[config.mk]
export PLATFORM = sky130hd
export DESIGN_NAME = core_ctrl_fsm
export DESIGN_NICKNAME = d
export VERILOG_FILES = /design/src/rtl/instruction_utils.sv /design/src/rtl/core_ctrl_fsm.sv
export SDC_FILE = /design/constraint.sdc
export NUM_CORES = 1
export LEC_CHECK = 0
export ABC_AREA = 1
export CORE_ASPECT_RATIO = 1.4
export CORE_MARGIN = 5
export CORE_UTILIZATION = 41
export DETAILED_ROUTE_END_ITERATION = 10
export HOLD_SLACK_MARGIN = 0.02
export PLACE_DENSITY_LB_ADDON = 0.25
export SYNTH_ARGS = -nofsm -noshare
export SYNTH_HDL_FRONTEND = slang
export SYNTH_SLANG_ARGS = --single-unit
[constraint.sdc]
create_clock -name clk -period 3.4 [get_ports clk]
set_clock_uncertainty 0.15 [all_clocks]
set_input_delay 0.34 -clock clk [delete_from_list [all_inputs] [get_ports clk]]
set_output_delay 0.34 -clock clk [all_outputs]
set_load 0.03 [all_outputs]
[src/rtl/instruction_utils.sv]
// Decoded RV32I instruction identifiers shared by the decoder and the control sequencer.
package instruction_utils;

  typedef enum logic [5:0] {
    I_LUI, I_AUIPC, I_JAL, I_JALR,
    I_BEQ, I_BNE, I_BLT, I_BGE, I_BLTU, I_BGEU,
    I_LB, I_LH, I_LW, I_LBU, I_LHU,
    I_SB, I_SH, I_SW,
    I_ADDI, I_SLTI, I_SLTIU, I_XORI, I_ORI, I_ANDI, I_SLLI, I_SRLI, I_SRAI,
    I_ADD, I_SUB, I_SLL, I_SLT, I_SLTU, I_XOR, I_SRL, I_SRA, I_OR, I_AND
  } rv32i_instr_e;

endpackage

[src/rtl/core_ctrl_fsm.sv]
// Multi-cycle control sequencer for the RV32I core: drives datapath enables/selects
// through FETCH/DECODE/EXEC/MEM/WB, counts retired instructions, traps on faults.
//
// state  | meaning
// IDLE   | waiting for run
// FETCH  | imem_req held until imem_ready, IR loaded on ready
// DECODE | operands/imm latched, illegal check
// EXEC   | ALU/jump/branch retire here; loads/stores move on to MEM
// MEM    | dmem_req held until dmem_ready; stores retire here
// WB     | load data written back, retire
// TRAP   | sticky halt, left only through rst_n
module core_ctrl_fsm
  import instruction_utils::*;
#(
  parameter int unsigned MEM_TIMEOUT = 255,
  parameter int unsigned INSTRET_W   = 32
) (
  input  logic                 clk,
  input  logic                 rst_n,
  input  logic                 run,
  input  rv32i_instr_e         instr,
  input  logic                 illegal,
  input  logic                 branch_taken,
  output logic                 imem_req,
  input  logic                 imem_ready,
  output logic                 ir_we,
  output logic                 op_we,
  output logic                 dmem_req,
  output logic                 dmem_we,
  input  logic                 dmem_ready,
  output logic                 rf_we,
  output logic [1:0]           wb_sel,
  output logic                 pc_we,
  output logic [1:0]           pc_sel,
  output logic                 retire,
  output logic [INSTRET_W-1:0] instret,
  output logic                 halt,
  output logic [1:0]           trap_cause
);

  localparam int unsigned CNT_W = (MEM_TIMEOUT < 2) ? 1 : $clog2(MEM_TIMEOUT + 1);
  localparam logic [CNT_W-1:0] CNT_MAX = CNT_W'(MEM_TIMEOUT);

  localparam logic [1:0] CAUSE_NONE    = 2'd0;
  localparam logic [1:0] CAUSE_ILLEGAL = 2'd1;
  localparam logic [1:0] CAUSE_IMEM    = 2'd2;
  localparam logic [1:0] CAUSE_DMEM    = 2'd3;

  localparam logic [1:0] WB_ALU  = 2'd0;
  localparam logic [1:0] WB_LOAD = 2'd1;
  localparam logic [1:0] WB_PC4  = 2'd2;

  localparam logic [1:0] PC_PLUS4 = 2'd0;
  localparam logic [1:0] PC_IMM   = 2'd1;
  localparam logic [1:0] PC_RS1   = 2'd2;

  typedef enum logic [2:0] {
    S_IDLE, S_FETCH, S_DECODE, S_EXEC, S_MEM, S_WB, S_TRAP
  } state_e;

  typedef enum logic [2:0] {
    C_ALU, C_JAL, C_JALR, C_BRANCH, C_LOAD, C_STORE, C_BAD
  } iclass_e;

  state_e           state;
  iclass_e          iclass;
  logic [CNT_W-1:0] wait_cnt;

  always_comb begin
    iclass = C_BAD;
    case (instr)
      I_LUI, I_AUIPC,
      I_ADDI, I_SLTI, I_SLTIU, I_XORI, I_ORI, I_ANDI, I_SLLI, I_SRLI, I_SRAI,
      I_ADD, I_SUB, I_SLL, I_SLT, I_SLTU, I_XOR, I_SRL, I_SRA, I_OR, I_AND:
        iclass = C_ALU;
      I_JAL:  iclass = C_JAL;
      I_JALR: iclass = C_JALR;
      I_BEQ, I_BNE, I_BLT, I_BGE, I_BLTU, I_BGEU:
        iclass = C_BRANCH;
      I_LB, I_LH, I_LW, I_LBU, I_LHU:
        iclass = C_LOAD;
      I_SB, I_SH, I_SW:
        iclass = C_STORE;
      default: iclass = C_BAD;
    endcase
  end

  // Strobes are pure decodes of state (plus instr/branch_taken/ready), so an async
  // reset removes them in the same instant the state register clears.
  always_comb begin
    imem_req = 1'b0;
    ir_we    = 1'b0;
    op_we    = 1'b0;
    dmem_req = 1'b0;
    dmem_we  = 1'b0;
    rf_we    = 1'b0;
    wb_sel   = WB_ALU;
    pc_we    = 1'b0;
    pc_sel   = PC_PLUS4;
    retire   = 1'b0;
    case (state)
      S_FETCH: begin
        imem_req = 1'b1;
        ir_we    = imem_ready;
      end
      S_DECODE: op_we = 1'b1;
      S_EXEC: begin
        case (iclass)
          C_ALU: begin
            rf_we  = 1'b1;
            pc_we  = 1'b1;
            retire = 1'b1;
          end
          C_JAL, C_JALR: begin
            rf_we  = 1'b1;
            wb_sel = WB_PC4;
            pc_we  = 1'b1;
            pc_sel = (iclass == C_JAL) ? PC_IMM : PC_RS1;
            retire = 1'b1;
          end
          C_BRANCH: begin
            pc_we  = 1'b1;
            pc_sel = branch_taken ? PC_IMM : PC_PLUS4;
            retire = 1'b1;
          end
          default: ;
        endcase
      end
      S_MEM: begin
        dmem_req = 1'b1;
        dmem_we  = (iclass == C_STORE);
        if (dmem_ready && iclass == C_STORE) begin
          pc_we  = 1'b1;
          retire = 1'b1;
        end
      end
      S_WB: begin
        rf_we  = 1'b1;
        wb_sel = WB_LOAD;
        pc_we  = 1'b1;
        retire = 1'b1;
      end
      default: ;
    endcase
  end

  always_ff @(posedge clk or negedge rst_n) begin
    if (!rst_n) begin
      state      <= S_IDLE;
      wait_cnt   <= '0;
      instret    <= '0;
      halt       <= 1'b0;
      trap_cause <= CAUSE_NONE;
    end else begin
      if (retire) instret <= instret + INSTRET_W'(1);
      case (state)
        S_IDLE: begin
          if (run) begin
            state    <= S_FETCH;
            wait_cnt <= '0;
          end
        end
        S_FETCH: begin
          if (imem_ready) begin
            state <= S_DECODE;
          end else if (wait_cnt == CNT_MAX) begin
            state      <= S_TRAP;
            halt       <= 1'b1;
            trap_cause <= CAUSE_IMEM;
          end else begin
            wait_cnt <= wait_cnt + CNT_W'(1);
          end
        end
        S_DECODE: begin
          if (illegal) begin
            state      <= S_TRAP;
            halt       <= 1'b1;
            trap_cause <= CAUSE_ILLEGAL;
          end else begin
            state <= S_EXEC;
          end
        end
        S_EXEC: begin
          case (iclass)
            C_LOAD, C_STORE: begin
              state    <= S_MEM;
              wait_cnt <= '0;
            end
            C_ALU, C_JAL, C_JALR, C_BRANCH: begin
              state    <= S_FETCH;
              wait_cnt <= '0;
            end
            // Unreachable with a consistent decoder; treated as illegal rather than hanging.
            default: begin
              state      <= S_TRAP;
              halt       <= 1'b1;
              trap_cause <= CAUSE_ILLEGAL;
            end
          endcase
        end
        S_MEM: begin
          if (dmem_ready) begin
            state    <= (iclass == C_STORE) ? S_FETCH : S_WB;
            wait_cnt <= '0;
          end else if (wait_cnt == CNT_MAX) begin
            state      <= S_TRAP;
            halt       <= 1'b1;
            trap_cause <= CAUSE_DMEM;
          end else begin
            wait_cnt <= wait_cnt + CNT_W'(1);
          end
        end
        S_WB: begin
          state    <= S_FETCH;
          wait_cnt <= '0;
        end
        S_TRAP: ;
        default: state <= S_IDLE;
      endcase
    end
  end

endmodule
==> results.py <==
metrics = {
    "synthesis": {
        "yosys_most_used_dff": "dfrtp_1",
        "yosysTopAreaCell": "dfrtp_1",
        "synthDistinctLibCells": 30,
        "synth.most_common_cell": "nand2_1",
        "synth.area.top_cells": "dfrtp_1 (34%), nand2_1 (23%), nand3_1 (11%)",
        "synth_edf_count": 0,
        "ys_ff_latch": 46,
        "yosysWarnings": 0,
        "async_reset_ff_frac": 1.000,
        "synth_fp_nets": 534,
        "yosysSeqAreaShare": 0.3425,
        "synth_cells": 519,
        "synth.cell_area_um2": 3361,
        "netlist.area_leader.share": 0.3425,
        "syn_area_per_cell_um2": 6.475,
        "synthTopCellsByCount": "nand2_1 (206), nand3_1 (71), dfrtp_1 (46), nor2_1 (46), inv_1 (45)",
    },
    "timing": {
        "setup_viol": 0,
        "hold_viol": 0,
        "hold_slack_ns": 0.07487,
        "relSlewSlack": 0.3008,
        "slew_viol_final": 0,
        "fmax_mhz": 344.6,
        "fin_ws_ns": 0.4980,
        "timing.setup.tns_ns": 0,
        "fin_crit_ns": 2.902,
        "fin_crit_sh": 0.8535,
        "worstMarginPinSlew_ns": 1.049,
        "grt_setup_unrepaired": "no",
    },
    "grt": {
        "grt_usage": 0.2040,
        "grt_pass1_wl_mm": 16.43,
        "grt_overflow": 0,
        "grt_util_met3": 0.03361,
        "first_global_vias": 3512,
        "use_met1": 0.2135,
        "grt_busiest_layer": "met2",
        "grt_max_degree": 47,
        "gr-usage-met2": 0.3892,
        "antenna_found_initial": 0,
    },
    "run": {
        "maxCapViolations": 0,
    },
    "placement": {
        "dp_hpwl_mm": 7.297,
        "gp_congestion": 1.033,
        "dp_slack_ns": 0.4934,
        "port_buffers": 59,
    },
    "floorplan": {
        "die_y_um": 117.1,
        "core_um2": 8100,
        "rows": 39,
        "fp.dieW_um": 86.52,
        "initial_core_util": 0.4149,
        "dieArea_um2": 10130,
        "io_pins": 60,
    },
    "pwr": {
        "ir_drop_mv": 0.1671,
        "power_density_nw_per_um2": 264.9,
        "power_leakage_nw": 2.037,
        "total_power_mw": 1.104,
    },
    "final_layout": {
        "layout-drive-gt1-share": 0.05709,
        "layout.nets": 592,
        "syn_to_final_growth_pct": 24.01,
        "nFillCells": 863,
        "diodes": 0,
    },
    "setup_path": {
        "crit_type": "in -> out",
        "end_kind": "primary output",
        "worstSetupStartpointType": "input port",
        "r2r_setup_slack_ns": 1.20,
        "crit_fanout": 5,
        "arrival_ns": 2.41,
        "required_ns": 2.91,
    },
    "cts": {
        "ctsLongestPathBuffers": 2,
        "cts_tree": "done",
        "cts_made_buffers": 5,
        "cts_root_buffer": "clkbuf_16",
        "clock_latency_ns": 0.29,
        "hold_buffers": 0,
        "htreeDepth": 2,
        "path_clk_slew_ns": 0.06,
        "cts_resized": 0,
        "clock_sinks": 46,
        "post-cts-setup-buffer-count": 0,
    },
    "drt": {
        "drc": 0,
        "drt_iter0_markers": 130,
        "viasPerCell": 5.099,
        "wl_per_cell_um": 13.96,
        "drtAntennaViolNets": 0,
        "num_vias": 3467,
        "drt_wl_total_mm": 9.496,
        "firstDrtPassIters": 4,
    },
    "outcome": {
        "status": "finished, final reports clean",
    },
    "hold_path": {
        "worstHoldPathType": "in -> async",
    },
}
-- state kept, by name, summed over array words and instances (netlist names) --
signal,flops
instret,32
wait_cnt,8
state,3
trap_cause,2
halt,1
-- through the flow --
step           utilization  instances  instance area [µm²]
2_1_floorplan            -        519                 3361
3_3_place_gp        0.4963        672                 4020
3_5_place_dp        0.4963        672                 4020
4_1_cts             0.5145        680                 4168
5_1_grt             0.5145        680                 4168
6_report            0.5145        680                 4168
-- report_power, final --
| part | total [mW] | internal [mW] | leakage [nW] | switching (mW) |
|---|---|---|---|---|
| logic | 0.0523 | 0.0185 | 1.35 | 0.0338 |
| registers | 0.547 | 0.547 | 0.612 | 0 |
| clock network | 0.505 | 0.292 | 0.0739 | 0.212 |
| total | 1.10 | 0.858 | 2.04 | 0.246 |
-- area by class of cell --
cell class / instances / area [µm²] / share of cell area
multi-input combinational: 411 / 1942 / 0.4659
sequential: 46 / 1151 / 0.2762
timing repair buffer: 62 / 608.1 / 0.1459
inverter: 51 / 191.4 / 0.04593
clock buffer: 7 / 142.6 / 0.03422
tap: 102 / 127.6 / 0.03062
clock inverter: 1 / 5.005 / 0.001201
-- cell families (layout without fill, tap and decap cells) --
kind of cell / after synthesis / count (layout) / share of synthesized area
buffers and inverters: 62 / 121 / 0.07967
flip-flops: 46 / 46 / 0.3425
AND/OR/NAND/NOR: 369 / 369 / 0.4899
XOR/XNOR: 17 / 17 / 0.04431
AO/OA/AOI/OAI: 23 / 23 / 0.03611
adder cells (fa/ha/maj): 2 / 2 / 0.007445
-- routing by layer --
metal  share of wire  wire (µm)
met5               0          0
met4           0.045        432
met3           0.041        388
met2            0.53       5075
met1            0.38       3600
-- cells in the final DEF (no fill, tap or decap), types with 7 or more instances in the layout --
| cell type | n |
|---|---|
| a21oi_1 | 12 |
| clkdlybuf4s50_1 | 58 |
| dfrtp_1 | 46 |
| inv_1 | 45 |
| nand2_1 | 206 |
| nand3_1 | 71 |
| nand3b_1 | 9 |
| nand4_1 | 7 |
| nor2_1 | 46 |
| nor3_1 | 13 |
| xor2_1 | 14 |
-- final timing paths --
path                       cells past startpoint       start          end
max reg2reg                                   10  instret[0]  instret[28]
min                                            1       rst_n  instret[30]
min in group clk                               1        halt         halt
max                                           11    instr[3]        pc_we
min reg2reg                                    1        halt         halt
max in group asynchronous                      1       rst_n  wait_cnt[6]
-- worst max-delay path, stage by stage --
cell,delay (ns)
clkdlybuf4s50_1,0.48
nor2_1,0.19
nand3_1,0.11
nand2_1,0.09
nand2_1,0.08
nand2_1,0.10
nand4_2,0.14
nand2_4,0.11
nand2_4,0.05
inv_1,0.06
clkdlybuf4s50_1,0.66
Note: power is estimated with default switching activity, not from simulation.
